[src/rtl/wb_patch_master.sv]
// Wishbone classic master moving one patch as a low/high pair of 32-bit beats.
// Holds one transaction in flight and reports completion, read data or a timeout.
module wb_patch_master #(
  parameter int          DATA_WIDTH = 11,
  parameter int          PATCH_SIZE = 5,
  parameter int          ADDR_WIDTH = 9,
  parameter logic [31:0] BASE_ADDR  = 32'h3000_0000,
  parameter int          TIMEOUT    = 255,
  localparam int         PW         = DATA_WIDTH * PATCH_SIZE
) (
  input  logic                  clk,
  input  logic                  rst_n,
  input  logic                  cmd_valid,
  output logic                  cmd_ready,
  input  logic                  cmd_we,
  input  logic [ADDR_WIDTH-1:0] cmd_index,
  input  logic [PW-1:0]         cmd_wpatch,
  output logic                  rsp_valid,
  input  logic                  rsp_ready,
  output logic [PW-1:0]         rsp_rpatch,
  output logic                  rsp_err,
  output logic                  wbm_cyc_o,
  output logic                  wbm_stb_o,
  output logic                  wbm_we_o,
  output logic [3:0]            wbm_sel_o,
  output logic [31:0]           wbm_adr_o,
  output logic [31:0]           wbm_dat_o,
  input  logic [31:0]           wbm_dat_i,
  input  logic                  wbm_ack_i
);

  localparam logic [1:0] S_IDLE = 2'd0;
  localparam logic [1:0] S_LO   = 2'd1;
  localparam logic [1:0] S_HI   = 2'd2;
  localparam logic [1:0] S_RSP  = 2'd3;

  logic [1:0]            state_q, state_d;
  logic                  we_q, we_d;
  logic [ADDR_WIDTH-1:0] idx_q, idx_d;
  logic [PW-1:0]         wp_q, wp_d;
  logic [PW-1:0]         rdat_q, rdat_d;
  logic                  err_q, err_d;
  logic [7:0]            cnt_q, cnt_d;
  logic [7:0]            cnt_inc;
  logic                  beat, tmo;
  logic [31:0]           base;

  assign beat    = (state_q == S_LO) || (state_q == S_HI);
  assign cnt_inc = cnt_q + 8'd1;
  // An ack in the expiry cycle wins over the timeout.
  assign tmo     = beat && !wbm_ack_i && (cnt_inc == 8'(TIMEOUT));

  always_comb begin
    state_d = state_q;
    we_d    = we_q;
    idx_d   = idx_q;
    wp_d    = wp_q;
    rdat_d  = rdat_q;
    err_d   = err_q;
    cnt_d   = cnt_q;
    unique case (state_q)
      S_IDLE: begin
        if (cmd_valid) begin
          we_d    = cmd_we;
          idx_d   = cmd_index;
          wp_d    = cmd_wpatch;
          rdat_d  = '0;
          err_d   = 1'b0;
          cnt_d   = 8'd0;
          state_d = S_LO;
        end
      end
      S_LO: begin
        if (wbm_ack_i) begin
          if (!we_q) rdat_d[31:0] = wbm_dat_i;
          cnt_d   = 8'd0;
          state_d = S_HI;
        end else if (tmo) begin
          rdat_d  = '0;
          err_d   = 1'b1;
          state_d = S_RSP;
        end else begin
          cnt_d = cnt_inc;
        end
      end
      S_HI: begin
        if (wbm_ack_i) begin
          if (!we_q) rdat_d[PW-1:32] = wbm_dat_i[PW-33:0];
          state_d = S_RSP;
        end else if (tmo) begin
          rdat_d  = '0;
          err_d   = 1'b1;
          state_d = S_RSP;
        end else begin
          cnt_d = cnt_inc;
        end
      end
      S_RSP: begin
        if (rsp_ready) state_d = S_IDLE;
      end
    endcase
  end

  always_ff @(posedge clk or negedge rst_n) begin
    if (!rst_n) begin
      state_q <= S_IDLE;
      we_q    <= 1'b0;
      idx_q   <= '0;
      wp_q    <= '0;
      rdat_q  <= '0;
      err_q   <= 1'b0;
      cnt_q   <= 8'd0;
    end else begin
      state_q <= state_d;
      we_q    <= we_d;
      idx_q   <= idx_d;
      wp_q    <= wp_d;
      rdat_q  <= rdat_d;
      err_q   <= err_d;
      cnt_q   <= cnt_d;
    end
  end

  assign base = BASE_ADDR + (32'(idx_q) << 3);

  assign cmd_ready  = (state_q == S_IDLE);
  assign rsp_valid  = (state_q == S_RSP);
  assign rsp_rpatch = rdat_q;
  assign rsp_err    = err_q;

  assign wbm_cyc_o = beat;
  assign wbm_stb_o = beat;
  assign wbm_we_o  = beat & we_q;
  assign wbm_sel_o = beat ? 4'hF : 4'h0;

  always_comb begin
    wbm_adr_o = 32'd0;
    wbm_dat_o = 32'd0;
    if (state_q == S_LO) begin
      wbm_adr_o = base;
      wbm_dat_o = wp_q[31:0];
    end else if (state_q == S_HI) begin
      wbm_adr_o = base + 32'd4;
      wbm_dat_o = 32'(wp_q[PW-1:32]);
    end
  end

  // Read bits beyond the patch width are dropped.
  if (PW < 64) begin : g_unused
    logic unused_dat;
    assign unused_dat = ^wbm_dat_i[31:PW-32];
  end

endmodule
[config.mk]
export PLATFORM = sky130hd
export DESIGN_NAME = wb_patch_master
export DESIGN_NICKNAME = d
export VERILOG_FILES = /design/src/rtl/wb_patch_master.sv
export SDC_FILE = /design/constraint.sdc
export NUM_CORES = 1
export LEC_CHECK = 0
export CAP_MARGIN = 25
export CORE_MARGIN = 2
export CORE_UTILIZATION = 30
export DETAILED_ROUTE_END_ITERATION = 6
export SLEW_MARGIN = 30
export SYNTH_ARGS = -nofsm -noshare
export SYNTH_HDL_FRONTEND = slang
export SYNTH_SLANG_ARGS = --single-unit
[constraint.sdc]
create_clock -name clk -period 5.9 [get_ports clk]
set_clock_uncertainty 0.2 [all_clocks]
set_input_delay 1.475 -clock clk [delete_from_list [all_inputs] [get_ports clk]]
set_output_delay 1.475 -clock clk [all_outputs]
set_load 0.01 [all_outputs]
==> impl_results.md <==
* Status: complete, no violations
* Iter 0 DRT Violations at 214
* Setup crit end kind: primary output
* CTS resizes at 0
* RePlAce Congestion at 0.759
* GRT met2 Usage at 0.263
* Drt wl/cell at between 15 and 20 microns
* Core area at around 0.020 sq mm
* Post-synth EDFFs at 0
* PD cells at approximately 470 mW/mm^2
* Sequential fraction of the synthesis area at 0.549
* # hold bufs at CTS at 0
* Hold WC Path Type: reg -> reg
* Ports at ~230
* Worst Tran Pin Value at 0.864 ns
* FMAX at 0.232 GHz
* Critical Path AT at 2.63 ns
* Setup Viol. Count Final at 0
* Worst-path fanout max at 63
* M3 GR Usage at 0.0742
* Final #Nets at approximately 800
* Psw at around 1.4 mW
* Overall Global Routing Usage at 0.161
* Clock Power Share at 0.241
* Clk_lat worst skew at a little over 0.4 ns
* Largest net degree at the start of global routing at 84
* WS Path Type: reg -> out
* Share of cells above drive strength 1 at 0.162
* Combinational Power Share at 0.426
* Setup TNS at 0 ns
* Routed vias/inst at roughly 4.7
* Worst path slowest cell: clkdlybuf4s50_1
* Worst path bufs/invs at 2
* First-pass GRT wire length at around 27000 microns
* Reg area at around 0.0033 sq mm
* N_diodes at 0
* First-pass iteration count of the detailed router at 6
* Ys async rst share at 1.00
* Leak at around 3.7 nW
* CTS root buf: clkbuf_16
* Peak VDD IR at roughly 0.00028 V
* Ys Warns at 0
* CTS buffer count at 17
* Data required, critical path at roughly 4.2 ns
* Final hold vios at 0
* Die W at between 100 and 150 microns
* Reg clk slew, reported paths at ~0.050 ns
* Fin crit period at around 4.3 ns
* Die Area at between 0.02 and 0.025 sq mm
* Post-CTS Setup Inserts at 0
* Vias post-DR at approximately 4600
* Vias in the first global route at just under 5000
* Top FF cell, synth: dfrtp_1
* Final Max Tran Viols at 0
* Post-Route WL at 16300 microns
* Row count at 51
* Die H at 145 microns
* Fill cells at about 1800
* TritonCTS clock tree: done
* Max cap viols at 0
* Clk sink count at 131
* Max clock buf depth at 2
* Initial core utilization at 0.306
* GRT Residual Overflow at 0
* Max incr delay on CP at roughly 0.56 ns
* Pint at between 2 and 3 mW
* P&R area growth vs syn at 46.4%
* M1 GR Usage at 0.189
* Detail Route Antenna Nets at 0
* RSZ-0062 raised after global routing: false
* Port bufs at 210
* Multi-input logic area at between 0.002 and 0.0025 sq mm
* Rel. slew slack at 0.424
* Avg Cell Area, Syn at approximately 12 sq um
* Register bit total from synthesis at about 130
* Sw frac at 0.336
* Syn Inst Count at between 500 and 600
* Grt peak-use layer: met2
* Htree depth at 4
* Worst Setup Start Kind: flop
* Synth cell types at 50
* Fin crit share at 0.729
* Flop2flop setup slack at 2.39 ns
* Initial antenna violation count at 0
* HPWL Detailed at roughly 12000 microns
* Fin util at 0.448
* Sequential power share at 0.332
* Mapped Area at roughly 0.0060 sq mm
* DRC violations left at 0
* Cell family with most CP delay: buffers and inverters
* CP Cell Sequence: inv_1 -> ha_4 -> nor2_1 -> nor2b_1 -> clkdlybuf4s50_1
## logic make-up after synthesis
| kind of cell | count (synthesis) | share of synthesized area |
|---|---|---|
| mux | 65 | 0.123 |
| buf+inv | 65 | 0.0633 |
| simple gates | 127 | 0.108 |
| other cells | 1 | 0.000628 |
| compound gates | 114 | 0.142 |
| flops | 131 | 0.549 |
| fa+ha+maj | 7 | 0.0147 |
## power by group through the flow
stage,clock network (mW),logic [mW],registers (mW)
after detailed placement,0,1.77,1.38
after CTS,1.02,1.78,1.37
final,0.992,1.75,1.37
after floorplan,0,1.00,1.35
after global placement,0,1.73,1.36
after global routing,1.08,1.91,1.41
## final cells by class
cell class	count	area share
flip-flops and latches	131	0.375
multi-input cells	333	0.277
repair buffers	215	0.245
clock buffers	22	0.0542
well taps	265	0.0379
clock inverters	8	0.00901
inverters	6	0.00258
## per-layer routing
metal / part of all wire / vias up / wire length, microns
met5: 0 / - / 0
li1: - / 2152 / -
met4: 0.014 / 0 / 221
met1: 0.40 / 2272 / 6520
met2: 0.48 / 181 / 7890
met3: 0.10 / 13 / 1690
## per-stage QoR
step	instance area (sq um)	hold slack (ns)	std cells	power, mW	worst slack, ns
floorplan	6040	0.271	529	2.35	2.60
global placement	8180	0.273	950	3.10	1.61
detailed placement	8180	0.273	950	3.15	1.51
CTS	8730	0.286	980	4.17	1.09
global route	8750	0.303	980	4.39	1.38
finish	8750	0.278	980	4.11	1.60
## registers in the layout, indices dropped and copies added, names as in the netlist
register	count
rsp_rpatch	55
rsp_err	1
we_q	1
wp_q	55
idx_q	9
cnt_q	8
state_q	2
## path summary, 6_finish.rpt
path | startpoint | cells past startpoint | endpoint
max | state_q[1] | 5 | wbm_adr_o[4]
min | rsp_rpatch[53] | 1 | rsp_rpatch[53]
max reg2reg | state_q[1] | 7 | rsp_rpatch[34]
min reg2reg | rsp_rpatch[53] | 1 | rsp_rpatch[53]
max in group asynchronous | rst_n | 2 | rsp_rpatch[14]
min in group asynchronous | rst_n | 1 | wp_q[37]
## cells in the mapped netlist (3+ instances only)
cell	count	area share
dfrtp_1	131	0.55
mux2_2	65	0.12
nand2_1	60	0.038
a22o_1	53	0.078
o21ai_0	32	0.027
buf_4	27	0.034
clkbuf_1	22	0.014
nor2_1	16	0.010
nor2b_1	12	0.013
and2_1	11	0.012
a21oi_1	7	0.0059
ha_1	7	0.015
buf_2	6	0.0050
inv_1	6	0.0038
nand2b_1	4	0.0042
a21o_1	3	0.0038
a31oi_1	3	0.0031
nand4_1	3	0.0031
## layout by cell type, fill, tap and decap left out, types with 3 or more instances in the layout
cell type and count:
o21ai_0 32, a31oi_1 3, conb_1 20, clkbuf_8 3, clkdlybuf4s50_1 209, nand2b_1 4, and2_1 11, nor2_1 15
a22o_1 53, mux2_2 65, nor2b_1 12, clkinvlp_4 4, a21oi_1 7, a21o_1 3, clkbuf_16 17, dfrtp_1 131
inv_1 6, nand4_1 3, buf_4 5, ha_1 6, nand2_1 59
No activity file was read; power rests on OpenSTA's default activity.
